### src/rtl/fetch_decode.sv
// Fetch/decode front end: fetches 16-bit words from a 32-word imem and presents decoded fields to execute.
// Optional build macro FD_JUMP_EN: when defined, opcode 4'hD loads PC from instr[4:0] on completion.
module fetch_decode (
  input  logic        clk,
  input  logic        reset,
  input  logic        start,
  output logic        imem_req,
  output logic [4:0]  imem_addr,
  input  logic        imem_ack,
  input  logic [15:0] imem_rdata,
  output logic        dec_valid,
  input  logic        exec_ready,
  output logic [3:0]  opcode,
  output logic        am,
  output logic [2:0]  rd,
  output logic [2:0]  rs1,
  output logic [2:0]  rs2,
  output logic [4:0]  mem_addr,
  output logic [4:0]  instr_mem_addr,
  output logic        halted
);

  typedef enum logic [2:0] {
    S_IDLE  = 3'd0,
    S_FETCH = 3'd1,
    S_WAIT  = 3'd2,
    S_ISSUE = 3'd3,
    S_HALT  = 3'd4
  } state_t;

  localparam logic [3:0] OP_HALT = 4'hF;
  localparam logic [3:0] OP_JUMP = 4'hD;

`ifdef FD_JUMP_EN
  localparam logic JUMP_EN = 1'b1;
`else
  localparam logic JUMP_EN = 1'b0;
`endif

  state_t      state_q, state_d;
  logic [4:0]  pc_q, pc_d;
  logic [15:0] ir_q, ir_d;

  always_ff @(posedge clk) begin
    if (!reset) begin
      state_q <= S_IDLE;
      pc_q    <= '0;
      ir_q    <= '0;
    end else begin
      state_q <= state_d;
      pc_q    <= pc_d;
      ir_q    <= ir_d;
    end
  end

  always_comb begin
    state_d   = state_q;
    pc_d      = pc_q;
    ir_d      = ir_q;
    imem_req  = 1'b0;
    dec_valid = 1'b0;
    halted    = 1'b0;
    case (state_q)
      S_IDLE: begin
        if (start) begin
          pc_d    = '0;
          state_d = S_FETCH;
        end
      end
      S_FETCH: begin
        imem_req = 1'b1;
        state_d  = S_WAIT;
      end
      S_WAIT: begin
        if (imem_ack) begin
          ir_d    = imem_rdata;
          state_d = S_ISSUE;
        end
      end
      S_ISSUE: begin
        dec_valid = 1'b1;
        if (exec_ready) begin
          if (ir_q[15:12] == OP_HALT) begin
            state_d = S_HALT;
          end else begin
            state_d = S_FETCH;
            // PC stays pointing at the issued word until the transfer completes
            if (JUMP_EN && (ir_q[15:12] == OP_JUMP)) pc_d = ir_q[4:0];
            else                                     pc_d = pc_q + 5'd1;
          end
        end
      end
      S_HALT: begin
        halted = 1'b1;
      end
      default: state_d = S_IDLE;
    endcase
  end

  assign imem_addr      = pc_q;
  assign instr_mem_addr = pc_q;
  assign opcode         = ir_q[15:12];
  assign am             = ir_q[11];
  assign rd             = ir_q[10:8];
  assign rs1            = ir_q[7:5];
  assign rs2            = ir_q[4:2];
  assign mem_addr       = ir_q[4:0];

endmodule
### config.mk
export PLATFORM = sky130hd
export DESIGN_NAME = fetch_decode
export DESIGN_NICKNAME = d
export VERILOG_FILES = /design/src/rtl/fetch_decode.sv
export SDC_FILE = /design/constraint.sdc
export NUM_CORES = 1
export LEC_CHECK = 0
export CAP_MARGIN = 20
export CORE_MARGIN = 2
export CORE_UTILIZATION = 41
export DETAILED_ROUTE_END_ITERATION = 16
export GPL_TIMING_DRIVEN = 0
export PLACE_DENSITY = 0.88
export RECOVER_POWER = 100
export SLEW_MARGIN = 20
export SYNTH_ARGS = -nofsm -noshare
export SYNTH_HDL_FRONTEND = slang
export SYNTH_SLANG_ARGS = --single-unit
### constraint.sdc
create_clock -name clk -period 1.4 [get_ports clk]
set_input_delay 0.42 -clock clk [delete_from_list [all_inputs] [get_ports clk]]
set_output_delay 0.42 -clock clk [all_outputs]
set_load 0.01 [all_outputs]
; ---- After elaboration in Yosys (flattened, before gate mapping)
; Index checks and enable logic that the tools add are counted.
[totals]
wordCells = 31
latch_bits = 0
n_memories = 0
ram_bits = 0
regBits = 24
mem_bits_ro = 0
[classes]
addsub = 1
eq_ne = 9
n_reduce_logical = 5
shift = 0
n_lt_le_gt_ge = 0
bitwise_logic = 1
multipliers = 0
n_div = 0
n_mux = 12
[op_table]
columns = cell, count
row1 = 5-bit two-way mux, 3
row2 = 3-bit one-hot mux with 5 select lines, 1
row3 = 3-bit two-way mux, 4
row4 = 5-bit one-hot mux with 2 select lines, 1
row5 = 2-bit != test (second input constant), 4
row6 = 4-bit AND reduction, 2
row7 = 3-bit by 2-bit equality test with 1-bit output (second input constant), 2
row8 = 5-bit by 1-bit adder with 5-bit output (second input constant), 1
row9 = 4-bit equality test (second input constant), 1
row10 = 3-bit by 1-bit equality test with 1-bit output (second input constant), 1
row11 = 3-bit equality test (second input constant), 1
row12 = 3-bit zero test, 1
row13 = 1-bit two-way mux, 3
row14 = 2-bit AND reduction, 1
row15 = 2-bit nonzero test, 1
row16 = 1-bit inverter, 1

; ---- Logic depth before layout (Yosys ltp)
[logic_depth]
ltp_word = 4
mapped_depth = 7
depth_no_buf = 5

; ---- Worst setup path after synthesis
; No wires, ideal clock.
[synth_timing]
kind = register -> register
start = reg state_q[1]
end = reg ir_q[11]
t_arrival_ns = 1.173
setup_time_ns = 0.118
synth_period_minus_slack_ns = 1.291
stages_incl_launch_ff = 8
path_slack_ns = 0.109
path_cell_list = dfxtp_1 > buf_6 > nand2_4 > or3_1 > buf_6 > buf_12 > nand2_2 > a21boi_2
[synth_between]
elab_chain_cells = 2
[synth_rtl]
columns = element, line_no
row1 = from (decl), 40  ; state_t state_q, state_d;
row2 = from (signal assigned), 50  ; state_q <= state_d;
row3 = 3-bit by 2-bit equality test with 1-bit output, 63  ; case (state_q)
row4 = 2-bit AND reduction (no source line), n/a
row5 = to (signal assigned), 52  ; ir_q <= ir_d;
row6 = to (decl), 42  ; logic [15:0] ir_q, ir_d;
; No other way between the ends.
; A chain may end at the register's enable or synchronous reset.

; ---- Final worst setup path
[layout_timing]
start = reg state_q[2]
end = out dec_valid
[layout_between]
elab_chain_cells = 2
[layout_rtl]
columns = element, line_no
row1 = 3-bit by 2-bit equality test with 1-bit output, 63
row2 = 1-bit two-way mux, 63
row3 = to (decl), 11  ; output logic dec_valid,
; No other way between the ends.

==> results by group <==
Cells and area
  – Design area: 2100 um^2
  – P&R area growth vs syn: 73.8%
  – Layout cells sized above 1: between 50 and 60%
  – Final std cells w/o fill: 235
  – Number of inserted diodes: 0
  – Nets@finish: 227
  – Util after Layout: 75.7%
  – Fillers: 186

STA
  – Setup TNS: -0.519 ns
  – RSZ-0062 raised after global routing: true
  – Setup Skew: between 0.01 and 0.015 ns
  – Final WS setup: -0.171 ns
  – Final Hold Vio Count: 0
  – Fmax: approximately 640 MHz
  – Min Clock Period, post-route: about 1.6 ns
  – Slew @ Worst Pin: between 0.4 and 0.5 ns
  – Crit share post-route: 112%
  – # setup viols final: 7
  – Final Slew Violations: 0
  – Slew margin rel.: 68.8%

Logic synthesis
  – Complex-gate fraction of the synthesized area: 20.6%
  – Multiplexer share of the synthesized area: 0%
  – Largest family of logic cells by synthesized area: simple AND/OR/NAND/NOR gates
  – Top-count cell post-synth: nand2_1
  – Mapped cell area: 1210 um^2
  – Mapped Nets: 151
  – Post-synth top area share: 39.7%
  – XOR/XNOR Fraction of Synth Area: 0%
  – Post-synth EDFFs: 0
  – Library cells used by synthesis: 33
  – Ys Warns: 0
  – Syn Inst Count: between 100 and 150
  – Synth Area in Simple Gates: 28.3%
  – Synth Register Bits: 24
  – Most instantiated cells after synthesis: nand2_1, dfxtp_1, a21boi_2, nand2_2, buf_4
  – Syn_area_per_cell: 9.39 um^2
  – Sequential area share after synthesis: 39.7%
  – Ranking of synthesized cells by area: dfxtp_1, a21boi_2, nand2_1, buf_4, nand2_2
  – Leading register cell type out of synthesis: dfxtp_1
  – Leading area contributor after synthesis: dfxtp_1
  – Adder-cell share of the synthesized area: slightly above 1%
  – Ys async rst share: 0%

Clocking
  – # clock sinks: 24
  – Hold-fix buffers, CTS: 0
  – H-tree lvl count: 1
  – CTS Buf Count: 3
  – TritonCTS clock tree: built
  – Clock transition at the registers of the reported paths: about 0.15 ns
  – Clock buffer depth: 2
  – Clock Latency Late Sink: approximately 0.34 ns
  – Clock root buffer: clkbuf_4

Worst setup path
  – Cell depth of the worst flop-to-flop path: 5
  – CP Launch Type: register
  – Worst Path Arrival: 1.15 ns
  – Worst path required time: 0.98 ns
  – CP Cell Sequence: and3b_4 > buf_6
  – Critical path type: reg -> out
  – CP endpoint kind: output pin
  – Slowest Stage Delay on Critical Path: between 0.3 and 0.4 ns
  – Worst path slowest cell: dfxtp_4
  – Cell class contributing the biggest share of worst-path delay: flip-flops
  – Worst path buffer plus inverter count: 1
  – WP depth: 2
  – Worst Path Max Fanout: 4

Job
  – Max-cap viol count: 0

Placement
  – Port Buf Inserts: 52
  – Placed insts: roughly 210
  – HPWL after detailed placement: 2300 um
  – Post-place instance area: 1770 um^2
  – Gp weighted congestion: 0.775

Drt
  – Antenna Nets Post-Route: 0
  – DRT iter0 DRCs: 34
  – Pre-Repair DR Iteration Count: 4
  – Vias per cell: 5.45
  – DRC: 0
  – DR vias: between 1000 and 1500
  – Drt wl/cell: between 15 and 20 um
  – Final Routed Wirelength: 4260 um

GRT
  – Vias in the first global route: ~1400
  – GR Overflow Total: 0
  – Met1 Resource Use GR: 27.2%
  – Global routing's busiest layer: met2
  – Tot GR Track Use: 24.9%
  – Grt met3 use: 5.05%
  – Largest net degree at the start of global routing: 17
  – Initial antenna violation count: 0
  – Met2 global-route usage: 44.6%
  – First-pass GRT wire length: about 6400 um

Outcome
  – Status: complete, but fails checks
  – Failing checks: setup timing

Die
  – Die area: 3400 um^2
  – I/O pins: 53
  – Die height: around 60 um
  – Die width: 58.4 um
  – Initial core utilization: 43.5%
  – Row Count: 19
  – Area of the core: about 2800 um^2

Power and ir drop
  – Total power: 1.46 mW
  – VDD IR max: 0.556 mV
  – Pwr dens: 695 nW/um^2
  – LEAKAGE: a little under 0.9 nW

Min path
  – Hold Path Class: reg -> reg
  – Hold Path Stages: 2
[layout make-up]
cell class / instances / area, um^2 / area share, %
buffer: 8 / 72.6 / 3.45
multi-input combinational: 90 / 697 / 33.1
clock buffer: 4 / 36.3 / 1.72
tap: 31 / 38.8 / 1.84
timing repair buffer: 78 / 742 / 35.3
sequential: 24 / 518 / 24.6
[cell families (layout without fill, tap and decap cells)]
group / after synthesis / count (layout)
buffers and inverters: 15 / 90
flip-flops: 24 / 24
AND/OR/NAND/NOR: 61 / 61
AO/OA/AOI/OAI: 28 / 28
adder cells (fa/ha/maj): 1 / 1
[routing by layer]
layer  wire [um]  vias to the layer above
li1            -                      583
met1        1640                      638
met2        2280                       47
met3         194                       13
met4         148                        0
met5           0                        -
[repair_timing]
| item | CTS | global route |
|---|---|---|
| pin swaps | 6 | 8 |
| setup buffers | 25 | 5 |
| endpoints found under the setup margin | 42 | 48 |
| resized for setup | 117 | 49 |
| cloned | 0 | 1 |
[path summary, 6_finish.rpt]
path	startpoint	endpoint	slack [ns]
worst min register to register	ir_q[9]	ir_q[9]	0.47
worst max-delay path	state_q[2]	dec_valid	-0.17
worst min-delay path	ir_q[9]	ir_q[9]	0.47
worst max register to register	state_q[2]	imem_addr[3]	-0.06
[report_power, final]
part           internal [mW]  leakage, nW  switching (mW)  total (mW)
Clock                  0.160       0.0210           0.238       0.398
Combinational          0.187        0.640           0.146       0.333
Sequential             0.703        0.206          0.0273       0.730
[worst register-to-register path, stage by stage, from the launching register on]
cell and delay (ns):
dfxtp_4 0.39, and3b_4 0.32, buf_4 0.14, a31oi_4 0.12
o211ai_1 0.26, o31ai_2 0.11
[state kept, by name, summed over array words and instances (netlist names)]
register,cells
imem_addr,5
ir_q,16
state_q,3
[metrics by stage]
stage	setup WS (ns)	hold WS (ns)
2_1_floorplan	0.109	0.485
3_3_place_gp	-0.446	0.446
3_5_place_dp	-0.444	0.453
4_1_cts	-0.131	0.472
5_1_grt	-0.204	0.475
6_report	-0.171	0.470
[placed cells by master (no fill, tap or decap), drive strengths merged]
master,count
a21boi,16
a21oi,1
a31oi,3
and2,1
and3,1
and3b,1
and4,1
buf,42
clkbuf,12
clkdlybuf4s15,11
clkdlybuf4s50,17
dfxtp,24
dlygate4sd2,6
dlygate4sd3,1
dlymetal6s2s,1
ha,1
nand2,36
nand2b,3
nand3,5
nand4,1
nor2,2
nor2b,3
nor3,4
nor3b,1
nor4b,1
o211ai,3
o21ai,3
o31ai,2
or3,1
Power figures use the tool's default switching activity.
